## src/rtl/sar_pkg.sv

```systemverilog
`default_nettype none
// +-----------------------------------------------------------------------------+
// | Module   : sar_pkg                                                          |
// | Purpose  : Shared sample width, sample type and averager queue entry type.  |
// |            Entry carries min/max only when SAR_AVG_MINMAX_EN is defined.    |
// | Revision : 1.0  initial release                                             |
// +-----------------------------------------------------------------------------+
package sar_pkg;

  localparam int SAMPLE_W = 8;

  typedef logic [SAMPLE_W-1:0] sample_t;

  typedef struct packed {
    sample_t mean;
`ifdef SAR_AVG_MINMAX_EN
    sample_t min_v;
    sample_t max_v;
`endif
  } avg_entry_t;

`ifdef SAR_AVG_MINMAX_EN
  function automatic sample_t min_s(input sample_t a, input sample_t b);
    return (a < b) ? a : b;
  endfunction

  function automatic sample_t max_s(input sample_t a, input sample_t b);
    return (a > b) ? a : b;
  endfunction
`endif

endpackage
`default_nettype wire

```

## src/rtl/sar_avg_fifo.sv

```systemverilog
`default_nettype none
// +-----------------------------------------------------------------------------+
// | Module   : sar_avg_fifo                                                     |
// | Purpose  : Two-entry FIFO of averager results; a push into a full queue is  |
// |            accepted only when a pop happens on the same edge.               |
// | Revision : 1.0  initial release                                             |
// +-----------------------------------------------------------------------------+
module sar_avg_fifo (
  input  logic                clk,
  input  logic                rst,
  input  logic                push_i,
  input  sar_pkg::avg_entry_t push_data_i,
  input  logic                pop_i,
  output sar_pkg::avg_entry_t head_o,
  output logic                full_o,
  output logic                empty_o
);
  import sar_pkg::*;

  avg_entry_t mem_q [2];
  logic       rd_q, rd_d;
  logic       wr_q, wr_d;
  logic [1:0] cnt_q, cnt_d;
  logic       w_pop;
  logic       w_push;

  assign empty_o = (cnt_q == 2'd0);
  assign full_o  = (cnt_q == 2'd2);
  assign head_o  = mem_q[rd_q];

  assign w_pop  = pop_i & ~empty_o;
  // When full, wr_q == rd_q: the new entry reuses the slot being popped.
  assign w_push = push_i & (~full_o | w_pop);

  always_comb begin
    rd_d  = rd_q ^ w_pop;
    wr_d  = wr_q ^ w_push;
    cnt_d = cnt_q;
    case ({w_push, w_pop})
      2'b10:   cnt_d = cnt_q + 2'd1;
      2'b01:   cnt_d = cnt_q - 2'd1;
      default: cnt_d = cnt_q;
    endcase
  end

  always_ff @(posedge clk) begin
    if (rst) begin
      mem_q[0] <= '0;
      mem_q[1] <= '0;
      rd_q     <= 1'b0;
      wr_q     <= 1'b0;
      cnt_q    <= 2'd0;
    end else begin
      if (w_push) begin
        mem_q[wr_q] <= push_data_i;
      end
      rd_q  <= rd_d;
      wr_q  <= wr_d;
      cnt_q <= cnt_d;
    end
  end

endmodule
`default_nettype wire

```

## src/rtl/sar_sample_averager.sv

```systemverilog
`default_nettype none
// +-----------------------------------------------------------------------------+
// | Module   : sar_sample_averager                                              |
// | Purpose  : Rounded mean over windows of 2^LOG2_N SAR samples, buffered in a |
// |            2-entry valid/ready queue with sticky overrun flag.              |
// |            Optional per-window min/max: define SAR_AVG_MINMAX_EN.           |
// | Revision : 1.0  initial release                                             |
// +-----------------------------------------------------------------------------+
module sar_sample_averager #(
  parameter int LOG2_N   = 2,
  parameter int SAMPLE_W = sar_pkg::SAMPLE_W
) (
  input  logic                clk,
  input  logic                rst,
  input  logic                sample_valid,
  input  logic [SAMPLE_W-1:0] sample_data,
  output logic                avg_valid,
  input  logic                avg_ready,
  output logic [SAMPLE_W-1:0] avg_data,
  output logic                overrun,
  input  logic                clear_overrun,
  output logic [SAMPLE_W-1:0] avg_min,
  output logic [SAMPLE_W-1:0] avg_max
);
  import sar_pkg::*;

  localparam int                ACC_W    = SAMPLE_W + LOG2_N;
  localparam logic [LOG2_N-1:0] CNT_LAST = {LOG2_N{1'b1}};
  localparam logic [ACC_W-1:0]  ROUND    = ACC_W'(1) << (LOG2_N - 1);

  logic [ACC_W-1:0]    acc_q, acc_d;
  logic [LOG2_N-1:0]   cnt_q, cnt_d;
  logic                res_valid_q, res_valid_d;
  avg_entry_t          res_q, res_d;
  logic                overrun_q, overrun_d;

  logic [ACC_W-1:0]    w_sum;
  logic [ACC_W-1:0]    w_rounded;
  logic [SAMPLE_W-1:0] w_mean;
  logic                w_close;
  avg_entry_t          w_head;
  logic                w_full;
  logic                w_empty;
  logic                w_pop;
  logic                w_drop;

  // Sum plus half-LSB never exceeds N*2^SAMPLE_W - 1, so ACC_W bits suffice.
  assign w_sum     = acc_q + ACC_W'(sample_data);
  assign w_rounded = w_sum + ROUND;
  assign w_mean    = w_rounded[ACC_W-1:LOG2_N];
  assign w_close   = sample_valid & (cnt_q == CNT_LAST);

`ifdef SAR_AVG_MINMAX_EN
  sample_t min_q, min_d;
  sample_t max_q, max_d;
  sample_t w_win_min;
  sample_t w_win_max;

  assign w_win_min = (cnt_q == '0) ? sample_data : min_s(min_q, sample_data);
  assign w_win_max = (cnt_q == '0) ? sample_data : max_s(max_q, sample_data);

  always_comb begin
    min_d = min_q;
    max_d = max_q;
    if (sample_valid) begin
      min_d = w_win_min;
      max_d = w_win_max;
    end
  end

  always_ff @(posedge clk) begin
    if (rst) begin
      min_q <= '0;
      max_q <= '0;
    end else begin
      min_q <= min_d;
      max_q <= max_d;
    end
  end
`endif

  always_comb begin
    acc_d       = acc_q;
    cnt_d       = cnt_q;
    res_valid_d = w_close;
    res_d       = res_q;
    if (sample_valid) begin
      if (w_close) begin
        acc_d = '0;
        cnt_d = '0;
      end else begin
        acc_d = w_sum;
        cnt_d = cnt_q + 1'b1;
      end
    end
    if (w_close) begin
      res_d.mean = w_mean;
`ifdef SAR_AVG_MINMAX_EN
      res_d.min_v = w_win_min;
      res_d.max_v = w_win_max;
`endif
    end
  end

  assign w_pop  = ~w_empty & avg_ready;
  assign w_drop = res_valid_q & w_full & ~w_pop;

  always_comb begin
    overrun_d = overrun_q;
    if (clear_overrun) overrun_d = 1'b0;
    if (w_drop)        overrun_d = 1'b1;
  end

  always_ff @(posedge clk) begin
    if (rst) begin
      acc_q       <= '0;
      cnt_q       <= '0;
      res_valid_q <= 1'b0;
      res_q       <= '0;
      overrun_q   <= 1'b0;
    end else begin
      acc_q       <= acc_d;
      cnt_q       <= cnt_d;
      res_valid_q <= res_valid_d;
      res_q       <= res_d;
      overrun_q   <= overrun_d;
    end
  end

  sar_avg_fifo u_fifo (
    .clk         (clk),
    .rst         (rst),
    .push_i      (res_valid_q),
    .push_data_i (res_q),
    .pop_i       (w_pop),
    .head_o      (w_head),
    .full_o      (w_full),
    .empty_o     (w_empty)
  );

  assign avg_valid = ~w_empty;
  assign avg_data  = w_head.mean;
  assign overrun   = overrun_q;
`ifdef SAR_AVG_MINMAX_EN
  assign avg_min   = w_head.min_v;
  assign avg_max   = w_head.max_v;
`else
  assign avg_min   = '0;
  assign avg_max   = '0;
`endif

endmodule
`default_nettype wire

```

## config.mk

```make
export PLATFORM = sky130hd
export DESIGN_NAME = sar_sample_averager
export DESIGN_NICKNAME = d
export VERILOG_FILES = /design/src/rtl/sar_pkg.sv /design/src/rtl/sar_avg_fifo.sv /design/src/rtl/sar_sample_averager.sv
export SDC_FILE = /design/constraint.sdc
export NUM_CORES = 1
export LEC_CHECK = 0
export CAP_MARGIN = 25
export CELL_PAD_IN_SITES_DETAIL_PLACEMENT = 0
export CELL_PAD_IN_SITES_GLOBAL_PLACEMENT = 2
export CORE_MARGIN = 5
export CORE_UTILIZATION = 36
export DETAILED_ROUTE_END_ITERATION = 10
export GPL_TIMING_DRIVEN = 0
export PLACE_DENSITY = 0.91
export SETUP_SLACK_MARGIN = 0.3
export SLEW_MARGIN = 40
export SYNTH_ARGS = -nofsm -noshare
export SYNTH_HDL_FRONTEND = slang
export SYNTH_HIERARCHICAL = 1
export SYNTH_SLANG_ARGS = --single-unit
export TNS_END_PERCENT = 10
```

## constraint.sdc

```tcl
create_clock -name clk -period 5.6 [get_ports clk]
set_input_delay 1.12 -clock clk [delete_from_list [all_inputs] [get_ports clk]]
set_output_delay 1.12 -clock clk [all_outputs]
set_load 0.03 [all_outputs]
```

# --- After elaboration in Yosys (flattened, before gate mapping) ---
# Memory sizes are Yosys's and may differ from the RTL's. A register that Yosys moved wholly into a read port is not among the register bits.
# Cells that the tools add are included.
word_totals:
  regBits: 26
  ramBits: 16
  input_bits: 13
  word_cells: 48
  memories: 1
op_classes:
  addsub: 5
  eq_ne: 4
  muxes: 14
  bitwise: 12
  n_reduce_logical: 4
memory_table:
  columns: ["name", "depth", "width", "read_ports", "rd_ports_with_merged_regs", "write_ports", "line", "rtl"]
  rows:
  - ["u_fifo.mem_q", 2, 8, 1, 1, 2, "sar_avg_fifo.sv:20", "avg_entry_t mem_q [2];"]
ops:
  columns: ["op", "n"]
  rows:
  - ["$add 10x2->10 const B", 1]
  - ["$add 10x8->10", 1]
  - ["$mux 1", 10]
  - ["$mux 10", 1]
  - ["$mux 8", 1]
  - ["$reduce_or 8->1", 1]
  - ["$and 1x1->1", 6]
  - ["$eq 2x2->1 const B", 3]
  - ["$add 2x1->2 const B", 2]
  - ["$pmux 2 s2", 1]
  - ["$reduce_bool 2->1", 2]
  - ["$not 1->1", 3]
  - ["$eq 2x1->1 const B", 1]
  - ["$logic_not 2->1", 1]
  - ["$mux 2", 1]
  - ["$sub 2x1->2 const B", 1]
  - ["$xor 1x1->1", 2]
  - ["$or 1x1->1", 1]

# --- Longest topological paths before layout ---
depth:
  word_depth: 11
  depth_mapped: 10
  depth_no_buf: 10

# --- Modules after synthesis ---
# The synthesis kept the hierarchy.
by_module_without_submodules:
  columns: ["mod", "instances", "cells_each", "area_per_inst_um2"]
  rows:
  - ["sar_sample_averager", 1, 172, 1486.4]
  - ["sar_avg_fifo", 1, 66, 920.9]

# --- Worst setup path after synthesis ---
# No wires, ideal clock.
synth_timing:
  path_kind: "input -> register"
  start: "input port sample_data[0]"
  end: "register res_q[5] (netlist name)"
  setup_time_ns: 0.079
  arrival_time_ns: 3.030
  setup_slack_ns: 2.490
  path_stages: 10
  path_cell_list: "ha_1 > inv_1 > fa_1 > xnor2_1 > ha_1 > inv_1 > nor4_4 > and3_4 > xnor2_1 > a211oi_2"
synth_between:
  elab_chain_cells: 2
synth_lines:
  columns: ["element", "line", "rtl"]
  rows:
  - ["start, declared", "sar_sample_averager.sv:16", "input logic [SAMPLE_W-1:0] sample_data,"]
  - ["$add 10x8->10", "sar_sample_averager.sv:48", "assign w_sum = acc_q + ACC_W'(sample_data);"]
  - ["$add 10x2->10", "sar_sample_averager.sv:49", "assign w_rounded = w_sum + ROUND;"]
  - ["end signal, assigned", "sar_sample_averager.sv:125", "res_q <= res_d;"]
  - ["end, declared", "sar_sample_averager.sv:34", "avg_entry_t res_q, res_d;"]
# Every way passes these cells.
# A chain may end at the register's enable or synchronous reset.

# --- Final worst setup path ---
# Same ends and word-level chain as after synthesis.

==> results.ini <==
[hold_path]
min_to=res_q[0]
hold_path.class=reg -> reg
hold_path.startpoint=res_q[0]
hold-path-cell-count=2

[placement]
place_congestion=0.7613
io_buffers=22
place_hpwl_um=3303
placedCellCount=352

[layout]
mostFrequentLayoutCell=nor2_1
n_antenna_cell=0
layout_common_cells=nor2_1 (27), dfxtp_1 (26), clkdlybuf4s50_1 (22)
fin_util=0.4454
drive_gt1_frac=0.1908
final-seq-area_um2=1001
fillCellCount=622
multi_input_area_um2=1267
layoutNonFillerInstCount=360
fin_nets=307
syn_to_final_growth_pct=18.81

[worst_setup_path]
r2r_end=res_q[5]
cp_max_fo=3
crit_path_start_kind=input pin
worstPathRequired_ps=5810
crit_start=sample_data[0]
end_kind=flop
reg2regPathDepth=10
r2r_slack_ps=3030
r2r_start=acc_q[0]
cp.arrival_ps=3750
critical_path_class=in -> reg

[power]
total_leakage_power_uw=0.001185
ir_drop_mv=0.1102
p_per_area_nw_per_um2=244.6
power.total_uw=699.7

[route]
viasPerCell=4.622
drtAntennaViolNets=0
first_iter_violations=33
vias=1664
drcViolationCount=0
routedWlPerCell_um=11.48
dr.pass1.iters=4
routed_wl_um=4134

[sta]
fin_tns_setup_ps=0
rsz0062_at_grt=false
fin_crit_ps=3532
period_share=0.6307
hold_ws_ps=475.2
slew_viol_final=0
clock-skew-final_ps=6.380
max_freq_ghz=0.2831
relSlewSlack=0.5056
worstMarginPinSlew_ps=740.1
hold_viol_final=0
setup_viol=0

[synth]
synth_area_um2=2407
async_flop_share=0
yosysSeqAreaShare=0.4158
syn-mean-instance-area_um2=10.11
ys_warn_count=6
synth_cell_types=52
synth_edf_count=16
ys_ff_latch=42
postSynthCellCount=238
synth-main-ff-cell=dfxtp_1

[clocking]
clock_latency_ps=290
cts_buffers=5
ctsRootBufferMaster=clkbuf_8
cts_buffer_depth=2
clock-sinks=42
post_cts_buffers=0
htreeDepth=2
cts_tree=yes
clk_pin_slew_ps=80
cts-resized-gates=0
ctsHoldBuffers=0

[floorplan]
core_area_um2=6422
die_x_um=91.78
die_h_um=91.78
dieArea_um2=8423
pin_count=39
rows=29
start_util=0.3748

[global_route]
grt_start_max_net_pins=13
grt_pass1_wl_um=7038
grt_remaining_overflow=0
grt_pass1_vias=1537
antenna_found_initial=0
grtUsageTotal=0.1011

[status]
status=finished, final reports clean

[job]
maxCapViolCount=0

sequential cells by signal (all words and copies together), names as in the netlist:
| register | flops |
|---|---|
| u_fifo/rd_q | 1 |
| acc_q | 10 |
| u_fifo/mem_q | 16 |
| cnt_q | 2 |
| u_fifo/wr_q | 1 |
| res_valid_q | 1 |
| res_q | 8 |
| overrun | 1 |
| u_fifo/cnt_q | 2 |
worst max-delay path by stage:
| stage | endpoint | slack (ps) | cells after the start |
|---|---|---|---|
| final | res_q[5] | 2070 | 11 |
| after global routing | res_q[5] | 1900 | 11 |
| after CTS | res_q[5] | 2040 | 11 |
| after detailed placement | res_q[5] | 1750 | 11 |
| after global placement | res_q[5] | 1810 | 11 |
| after floorplan | res_q[5] | 2490 | 10 |
critical path, cell delays in order:
cell	delay, ps
clkdlybuf4s50_1	460
ha_1	210
inv_1	70
fa_1	400
xnor2_1	290
ha_1	240
inv_1	80
nor4_4	320
and3_4	240
xnor2_1	70
a211oi_2	230
metrics by stage:
| step | worst slack [ps] | area (µm²) |
|---|---|---|
| after global placement | 1808 | 2780 |
| after detailed placement | 1751 | 2780 |
| after floorplan | 2490 | 2464 |
| after global routing | 1900 | 2860 |
| after CTS | 2044 | 2860 |
| final | 2068 | 2860 |
logic make-up (layout without fill, tap and decap cells):
logic type,Yosys count,in the layout,share of synthesized area
and+or+nand+nor,76,76,0.1700
AOI/OAI and AO/OA,45,45,0.1455
DFF,42,42,0.4158
buffers and inverters,33,63,0.08108
xor gates and xnor gates,18,18,0.06861
adders and majority gates,12,12,0.06549
muxes,11,11,0.05198
other,1,16,0.001558
layout make-up:
cell class                      instances  share of cell area
Inverter                               11             0.01531
Sequential cell                        42              0.3500
Multi-Input combinational cell        178              0.4431
Timing Repair Buffer                   22             0.07699
Clock buffer                            8             0.02800
Buffer                                 22             0.05293
Tap cell                               77             0.03368
report_power, final:
| part | internal (µW) | switching, µW |
|---|---|---|
| Clock | 88.5 | 93.5 |
| Combinational | 77.8 | 103 |
| Sequential | 329 | 7.13 |
| Total | 496 | 204 |
routing by layer:
metal	track usage	part of all wire	vias up
met5	0	0	-
met1	0.1252	0.47	728
li1	-	-	901
met4	0.04703	0.019	0
met3	0.02373	0.047	6
met2	0.1668	0.46	29
synth_stat cells (2+ instances only):
cell type | number | area, µm²
and3_2 | 7 | 52.55
a21oi_1 | 8 | 40.04
a211oi_1 | 5 | 37.54
a21o_1 | 2 | 15.01
inv_1 | 10 | 37.54
o21bai_1 | 2 | 15.01
dfxtp_1 | 26 | 520.5
a22oi_1 | 7 | 52.55
xnor2_1 | 12 | 105.1
and3_1 | 9 | 56.30
mux2_2 | 8 | 90.09
ha_1 | 11 | 137.6
nand2b_1 | 4 | 25.02
nand4_1 | 2 | 12.51
mux2i_1 | 2 | 20.02
a211oi_2 | 3 | 37.54
edfxtp_1 | 16 | 480.5
o21ai_1 | 2 | 10.01
and2_1 | 3 | 18.77
nand2_1 | 9 | 33.78
xor2_1 | 5 | 43.79
a31oi_1 | 2 | 12.51
clkbuf_1 | 3 | 11.26
buf_4 | 16 | 120.1
or3_1 | 2 | 12.51
nor2_1 | 27 | 101.4
o21ai_2 | 3 | 26.28
o21ai_0 | 2 | 10.01
nor3_1 | 5 | 25.02
nor2b_1 | 3 | 18.77
Power figures use the tool's default switching activity.
==> edit (config.mk and constraints unchanged) <==
`LOG2_N`: 2 -> 1. Comments in the files are not updated.
--- a/src/rtl/sar_sample_averager.sv
+++ b/src/rtl/sar_sample_averager.sv
@@ -8,5 +8,5 @@
 // +-----------------------------------------------------------------------------+
 module sar_sample_averager #(
-  parameter int LOG2_N   = 2,
+  parameter int LOG2_N   = 1,
   parameter int SAMPLE_W = sar_pkg::SAMPLE_W
 ) (
Check against the original RTL: not equivalent (a bounded check fails within 4 cycles, from zero or initial values and one cycle with rst high).
==> edit against the original RTL <==
Synthesized area is 0.94% lower. Setup slack better by 0.056 ns. Count of clock-buffer cells in the layout fell by 3. Clock power rose by 26%. Register-to-register slack better by 0.05 ns. Global-route usage is 0.31 points higher. First-iteration DRC count rose by 15%. Sequential cell count shrank 2. Power is 7.0% higher. Routed wire length is 0.85% lower. Design area increased by 0.31%. Largest cell class unchanged. Largest power group unchanged.
==> edit: results <==
[run_status]
status = complete, no violations

[final_layout]
fin_nets = 308
drive_gt1_share_pct = 19.65
layout.cells.non_filler = 362
largestRegisters = u_fifo/mem_q (16), acc_q (9), res_q (8)

[worst_setup_path]
cp_top_family = compound AO/OA/AOI/OAI gates
cp_max_fo = 5
r2r_cells = 9
reg2reg_to = res_q[7]$_SDFFE_PP0P_
r2r_setup_slack_ns = 3.08

[drt]
dr_wl_met2_um = 1990
dr_total_vias = 1646
drt_iter0_markers = 38
wl_met1_um = 1897
wl_per_cell_um = 11.32

[synth]
synth_common_cells = nor2_1 (25), dfxtp_1 (24), buf_4 (16), edfxtp_1 (16)
synth_mux_area_share_pct = 4.407
synth_area_leaders = dfxtp_1 (20%), edfxtp_1 (20%), ha_1 (5.2%)
synthDistinctLibCells = 53
synth-seq-area-share_pct = 40.29
synthAdderAreaFrac_pct = 6.086
syn_inst = 240

[timing]
maxSlewHeadroom_pct = 54.50
whs_ns = 0.4783
fin_ws_ns = 2.124
final.setup_skew_ns = 0.003374

[global_routing]
track_usage_pct = 10.42
grt_use_met1_pct = 12.76
grt_use_met2_pct = 17.90
grt_start_max_net_pins = 14
use_met3_pct = 2.810

[placed_design]
place_inst = 354
place_ws_ns = 1.811
gp_congestion = 0.7458
placed_area_um2 = 2758

[power_and_ir_drop]
ir_worst_vdd_v = 0.0001626
power.leakage_nw = 1.220
## edit: cell types whose count changed after synthesis, moves of 4 or more
cell / change
nor2b_1: +10
a22oi_1: -7
a21oi_1: +4
xnor2_1: -4
## edit: worst register-to-register path, stage by stage, from the launching register on
cell,delay [ns]
dfxtp_1,0.34
ha_1,0.18
inv_1,0.06
fa_1,0.42
nor2b_2,0.20
o22ai_1,0.15
xnor2_2,0.28
nand4_2,0.18
o311a_1,0.36
a211o_1,0.26
## edit: cell families after synthesis
kind of cell / Yosys count
AOI/OAI and AO/OA: 43
adders and majority gates: 11
and+or+nand+nor: 80
other: 1
buffers and inverters: 40
DFF: 40
xor gates and xnor gates: 16
muxes: 9
## edit: layout make-up
cell class              instances  area (µm²)
plain buffers                  26       168.9
multi-input cells             175        1256
clock buffers                   5       68.82
fillers                       600        3517
flip-flops and latches         40       960.9
inverters                      14       55.05
clock inverters                 3       42.54
repair buffers                 22       220.2
well taps                      77       96.34
## edit: worst max-delay path by stage
stage                         startpoint               endpoint  cells after the start
after floorplan           sample_data[0]  res_q[7]$_SDFFE_PP0P_                      9
after global placement    sample_data[0]  res_q[7]$_SDFFE_PP0P_                     10
after detailed placement  sample_data[0]  res_q[7]$_SDFFE_PP0P_                     10
after CTS                 sample_data[0]  res_q[7]$_SDFFE_PP0P_                     10
after global routing      sample_data[0]  res_q[7]$_SDFFE_PP0P_                     10
final                     sample_data[0]  res_q[7]$_SDFFE_PP0P_                     10
## edit: power groups by stage
stage | Clock, W | Combinational [W] | Sequential [W]
final | 0.000230 | 0.000190 | 0.000329
after global placement | 0 | 0.000190 | 0.000335
after detailed placement | 0 | 0.000191 | 0.000336
after CTS | 0.000240 | 0.000192 | 0.000329
after global routing | 0.000251 | 0.000213 | 0.000331
after floorplan | 0 | 0.000152 | 0.000332
